## config.mk

```make
export PLATFORM = sky130hd
export DESIGN_NAME = pwm_cmd_sequencer
export DESIGN_NICKNAME = d
export VERILOG_FILES = /design/src/rtl/pwm_cmd_sequencer.sv
export SDC_FILE = /design/constraint.sdc
export NUM_CORES = 1
export LEC_CHECK = 0
export BUFFER_PORTS_ARGS = -buffer_cell sky130_fd_sc_hd__buf_2
export CORE_MARGIN = 2
export CORE_UTILIZATION = 40
export DETAILED_ROUTE_END_ITERATION = 7
export GPL_TIMING_DRIVEN = 0
export PLACE_DENSITY = 0.64
export RECOVER_POWER = 50
export SYNTH_ARGS = -nofsm -noshare
export SYNTH_HDL_FRONTEND = slang
export SYNTH_SLANG_ARGS = --single-unit
```

## constraint.sdc

```tcl
create_clock -name clk_i -period 2.92 [get_ports clk_i]
set_input_delay 0.584 -clock clk_i [delete_from_list [all_inputs] [get_ports clk_i]]
set_output_delay 0.584 -clock clk_i [all_outputs]
set_load 0.02 [all_outputs]
```

## src/rtl/pwm_cmd_sequencer.sv

```systemverilog
// Command FIFO and boundary-synchronised issuer feeding the 4-channel PWM controller.
// Optional build macro PWM_CMD_COALESCE_EN: a write to a channel already queued rewrites that entry's duty.
//
// state | meaning
// IDLE  | FIFO empty, nothing to issue
// ARM   | entry pending, waiting for pwm_count_i == 0 to pop the head
// HOLD  | command just issued, held for HOLD_CYC cycles before re-arming
module pwm_cmd_sequencer #(
    parameter int DEPTH    = 4,
    parameter int CNT_W    = 20,
    parameter int HOLD_CYC = 2
) (
    input  logic                       clk_i,
    input  logic                       reset_i,
    input  logic                       wr_en_i,
    input  logic [1:0]                 wr_chan_i,
    input  logic [CNT_W-1:0]           wr_duty_i,
    output logic                       wr_ready_o,
    input  logic [CNT_W-1:0]           pwm_count_i,
    output logic [31:0]                command_o,
    output logic                       cmd_valid_o,
    output logic                       busy_o,
    output logic                       overflow_o,
    output logic [$clog2(DEPTH):0]     level_o
);

    localparam int AW   = $clog2(DEPTH);
    localparam int LW   = AW + 1;
    localparam int HW   = $clog2(HOLD_CYC + 1);
    localparam int EW   = 2 + CNT_W;
    localparam int PADW = 30 - CNT_W;

    typedef enum logic [1:0] {
        S_IDLE,
        S_ARM,
        S_HOLD
    } state_t;

    state_t          state_q, state_d;
    logic [HW-1:0]   hold_q, hold_d;
    logic [EW-1:0]   mem_q [DEPTH];
    logic [AW-1:0]   rd_ptr_q, wr_ptr_q;
    logic [LW-1:0]   level_q;
    logic [31:0]     cmd_q;
    logic            vld_q;
    logic            ovf_q;

    logic            full, empty, pop, push, drop, co_hit;
    logic [EW-1:0]   head;

    assign full  = (level_q == LW'(DEPTH));
    assign empty = (level_q == '0);
    assign head  = mem_q[rd_ptr_q];
    assign pop   = (state_q == S_ARM) && (pwm_count_i == '0) && !empty;

`ifdef PWM_CMD_COALESCE_EN
    logic [AW-1:0] co_idx;
    logic [AW-1:0] scan_idx;

    // Youngest matching entry wins; the head is excluded while it is leaving.
    always_comb begin
        co_hit   = 1'b0;
        co_idx   = '0;
        scan_idx = '0;
        for (int k = 0; k < DEPTH; k++) begin
            scan_idx = rd_ptr_q + AW'(k);
            if (wr_en_i && (LW'(k) < level_q) && !(pop && (k == 0)) &&
                (mem_q[scan_idx][EW-1 -: 2] == wr_chan_i)) begin
                co_hit = 1'b1;
                co_idx = scan_idx;
            end
        end
    end
`else
    assign co_hit = 1'b0;
`endif

    assign push = wr_en_i && !full && !co_hit;
    assign drop = wr_en_i && full && !co_hit;

    always_comb begin
        state_d = state_q;
        hold_d  = hold_q;
        case (state_q)
            S_IDLE: begin
                if (!empty) state_d = S_ARM;
            end
            S_ARM: begin
                if (pop) begin
                    state_d = S_HOLD;
                    hold_d  = HW'(HOLD_CYC);
                end
            end
            S_HOLD: begin
                if (hold_q == '0) state_d = empty ? S_IDLE : S_ARM;
                else              hold_d  = hold_q - HW'(1);
            end
            default: state_d = S_IDLE;
        endcase
    end

    always_ff @(posedge clk_i) begin
        if (push) mem_q[wr_ptr_q] <= {wr_chan_i, wr_duty_i};
`ifdef PWM_CMD_COALESCE_EN
        if (co_hit) mem_q[co_idx][CNT_W-1:0] <= wr_duty_i;
`endif
    end

    always_ff @(posedge clk_i) begin
        if (!reset_i) begin
            state_q  <= S_IDLE;
            hold_q   <= '0;
            rd_ptr_q <= '0;
            wr_ptr_q <= '0;
            level_q  <= '0;
            cmd_q    <= '0;
            vld_q    <= 1'b0;
            ovf_q    <= 1'b0;
        end else begin
            state_q <= state_d;
            hold_q  <= hold_d;
            if (push) wr_ptr_q <= wr_ptr_q + AW'(1);
            if (pop)  rd_ptr_q <= rd_ptr_q + AW'(1);
            level_q <= level_q + LW'(push) - LW'(pop);
            vld_q   <= pop;
            if (pop)  cmd_q <= {head[EW-1 -: 2], {PADW{1'b0}}, head[CNT_W-1:0]};
            if (drop) ovf_q <= 1'b1;
        end
    end

    assign wr_ready_o  = !full;
    assign command_o   = cmd_q;
    assign cmd_valid_o = vld_q;
    assign busy_o      = !empty || (state_q != S_IDLE);
    assign overflow_o  = ovf_q;
    assign level_o     = level_q;

endmodule

```

==> impl_metrics.yaml <==
placed_design:
  numPortBuffers: 72
  placed_cells: 535
  place_congestion: 0.742
  hpwl_mm: 6.22
  place_area_um2: 5360
power:
  clock_power_share: 0.450
  finalPower_mw: 4.48
  swShare: 0.220
  leakage_nw: 1.99
  pwr-share-seq: 0.464
  comb_power_share: 0.086
  power_switching_mw: 0.988
  p_int_mw: 3.50
  p_per_area_nw_per_um2: 761
  ir_drop_mv: 0.353
floorplan:
  die-area_um2: 12900
  core_area_um2: 11600
  start_util: 0.414
  row_count: 39
  die_w_um: 113
  ios: 84
  die_height_um: 113
critical_path:
  worstSetupPathType: "flip-flop to flip-flop"
  slowest_stage: "nor3_1"
  critPathBufInv: 1
  path_cells: "nor3_1 > nor4_1 > ha_1 > inv_1 > ha_1 > fa_1 > xnor2_1 > xnor2_1 > nor2_1"
  start_kind: "flip-flop"
  cp.arrival_ps: 2830
  critPathMaxStageDelay_ps: 600
  crit_family: "adder cells"
  cp.required_ps: 3200
  cp_max_fo: 6
  end_kind: "flip-flop"
global_routing:
  grtUsageTotal: 0.161
  antenna_found_initial: 0
  grt_pass1_wl_mm: 15.3
  grt_overflow_total: 0
  grt_pass1_vias: 3037
  grt_max_degree: 23
route:
  final_antenna_net_count: 0
  via_count: 2903
  drtIter0Drc: 199
  first_pass_iters: 4
  route.detailed.drc: 0
  routedWlPerCell_um: 17.3
  wl_mm: 9.86
  vias_per_cell: 5.10
sta:
  setup_viol: 0
  rsz0062_at_grt: "false"
  min_period_over_period: 0.876
  fin_crit_ps: 2560
  slew_headroom: 0.176
  fin_skew_ps: 12.1
  fmax_mhz: 391
  worstMarginPinSlew_ps: 1240
  hold_violations: 0
  drv_slew: 0
synthesis:
  syn_inst: 311
  synth_warnings: 0
  syn_area_um2: 4790
  yosys.cell_types.count: 36
  syn-mean-instance-area_um2: 15.4
  ys_ff_latch: 123
  synth_seq_area_share: 0.698
final_layout:
  num_antenna_cells: 0
  instances_no_fill: 569
  nets: 466
  final_cell_mix: "edfxtp_1 (88), clkbuf_1 (69), dfxtp_1 (35)"
  syn2layout_area_growth_pct: 23.0
  final_area_um2: 5890
  final_util: 0.509
  layout_commonest_cell: "edfxtp_1"
  drive_gt1_frac: 0.207
clock_network:
  cts.htree.levels: 4
  cts.sinks: 123
  clk_transition_reported_paths_ps: 60
  root_buffer: "clkbuf_16"
  cts_tree: "done"
  clk_path_buf_depth: 2
  ctsResizeCount: 0
  insertion_delay_ps: 410
  cts_inserted_buffers: 17
job:
  drv_cap: 0
worst_hold_path:
  min_path_type: "input port to flip-flop"
run_status:
  status: "completed"
flip-flops by register name, indices dropped and copies added (netlist names):
name / cells
level_o: 3
mem_q: 88
state_q: 2
cmd_valid_o: 1
overflow_o: 1
rd_ptr_q: 2
hold_q: 2
wr_ptr_q: 2
command_o: 22
cell families (layout without fill, tap and decap cells):
logic type	after synthesis	count (layout)	share of synthesized area
DFF	123	123	0.698
and+or+nand+nor	59	59	0.0684
AOI/OAI and AO/OA	55	55	0.0616
buffers and inverters	40	146	0.0400
muxes	22	22	0.103
adders and majority gates	8	8	0.0225
xor gates and xnor gates	3	3	0.00549
other	1	10	0.000783
layout make-up:
class                   instances  area [um2]
repair buffers                 74         314
well taps                     143         179
fillers                       991        5670
plain buffers                  28         145
inverters                      12        45.0
clock buffers                  25         485
flip-flops and latches        123        3340
clock inverters                 7        90.1
multi-input cells             157        1290
worst reg2reg max path: stages, from the launching register on:
cell and delay, ps:
dfxtp_1 360, nor3_1 610, nor4_1 180, ha_1 320
inv_1 40, ha_1 180, fa_1 380, xnor2_1 170
xnor2_1 150, nor2_1 50
metal layers:
| layer | global-route usage | up-vias | share of wire |
|---|---|---|---|
| met4 | 0.0659 | 0 | 0.0098 |
| met2 | 0.276 | 87 | 0.52 |
| met1 | 0.190 | 1429 | 0.41 |
| met5 | 0 | - | 0 |
| li1 | - | 1379 | - |
| met3 | 0.0505 | 8 | 0.066 |
repair_timing:
action                                  CTS  global route
hold buffers                              0             0
setup buffers                             0             2
endpoints found under the setup margin    0             2
power groups by stage:
stage | combinational [mW] | clock [mW] | sequential [mW]
4_1_cts | 0.397 | 2.03 | 2.08
5_1_grt | 0.428 | 2.11 | 2.10
2_1_floorplan | 0.247 | 0 | 2.11
3_3_place_gp | 0.383 | 0 | 2.11
6_report | 0.384 | 2.02 | 2.08
3_5_place_dp | 0.394 | 0 | 2.12
path summary, 6_finish.rpt:
path,start,end,slack [ps],cells after the start
worst max-delay path,level_o[1]$_SDFF_PN0_,level_o[2]$_SDFF_PN0_,360,9
worst min-delay path,wr_duty_i[17],mem_q[3][17]$_DFFE_PP_,430,1
worst max register to register,level_o[1]$_SDFF_PN0_,level_o[2]$_SDFF_PN0_,360,9
worst min register to register,hold_q[0]$_SDFFE_PN0P_,hold_q[0]$_SDFFE_PN0P_,470,2
per-stage QoR:
| stage | hold slack [ps] | setup slack, ps | TNS [ps] |
|---|---|---|---|
| floorplan | 435 | 263 | 0 |
| global placement | 447 | -309 | -482 |
| detailed placement | 457 | -304 | -480 |
| CTS | 382 | 8.73 | 0 |
| global route | 443 | 69.3 | 0 |
| finish | 434 | 362 | 0 |
Yosys cell counts:
| cell | number | area, um2 |
|---|---|---|
| and4_1 | 1 | 8.76 |
| nor3_1 | 2 | 10.0 |
| nand4_1 | 2 | 12.5 |
| nand2_1 | 4 | 15.0 |
| fa_1 | 1 | 20.0 |
| nand3_1 | 24 | 120 |
| clkbuf_1 | 13 | 48.8 |
| o311a_1 | 1 | 10.0 |
| nor2_1 | 7 | 26.3 |
| or3_1 | 1 | 6.26 |
| inv_2 | 1 | 3.75 |
| o31ai_1 | 2 | 15.0 |
| or4_4 | 1 | 11.3 |
| conb_1 | 1 | 3.75 |
| or3b_1 | 1 | 8.76 |
| nor3_2 | 1 | 10.0 |
| or4_1 | 2 | 15.0 |
| inv_1 | 11 | 41.3 |
| a31oi_1 | 1 | 6.26 |
| o21ai_0 | 18 | 90.1 |
| o21a_1 | 2 | 15.0 |
| and2_1 | 4 | 25.0 |
| nor4b_1 | 1 | 8.76 |
| xnor2_1 | 3 | 26.3 |
| dfxtp_1 | 35 | 701 |
| a21oi_1 | 25 | 125 |
| and3_1 | 5 | 31.3 |
| edfxtp_1 | 88 | 2640 |
| ha_1 | 7 | 87.6 |
| o21ai_1 | 5 | 25.0 |
| mux4_2 | 22 | 495 |
| a221oi_1 | 1 | 8.76 |
| nor4_1 | 3 | 18.8 |
| buf_1 | 2 | 7.51 |
| buf_4 | 10 | 75.1 |
| buf_2 | 3 | 15.0 |
Power figures use the tool's default switching activity.
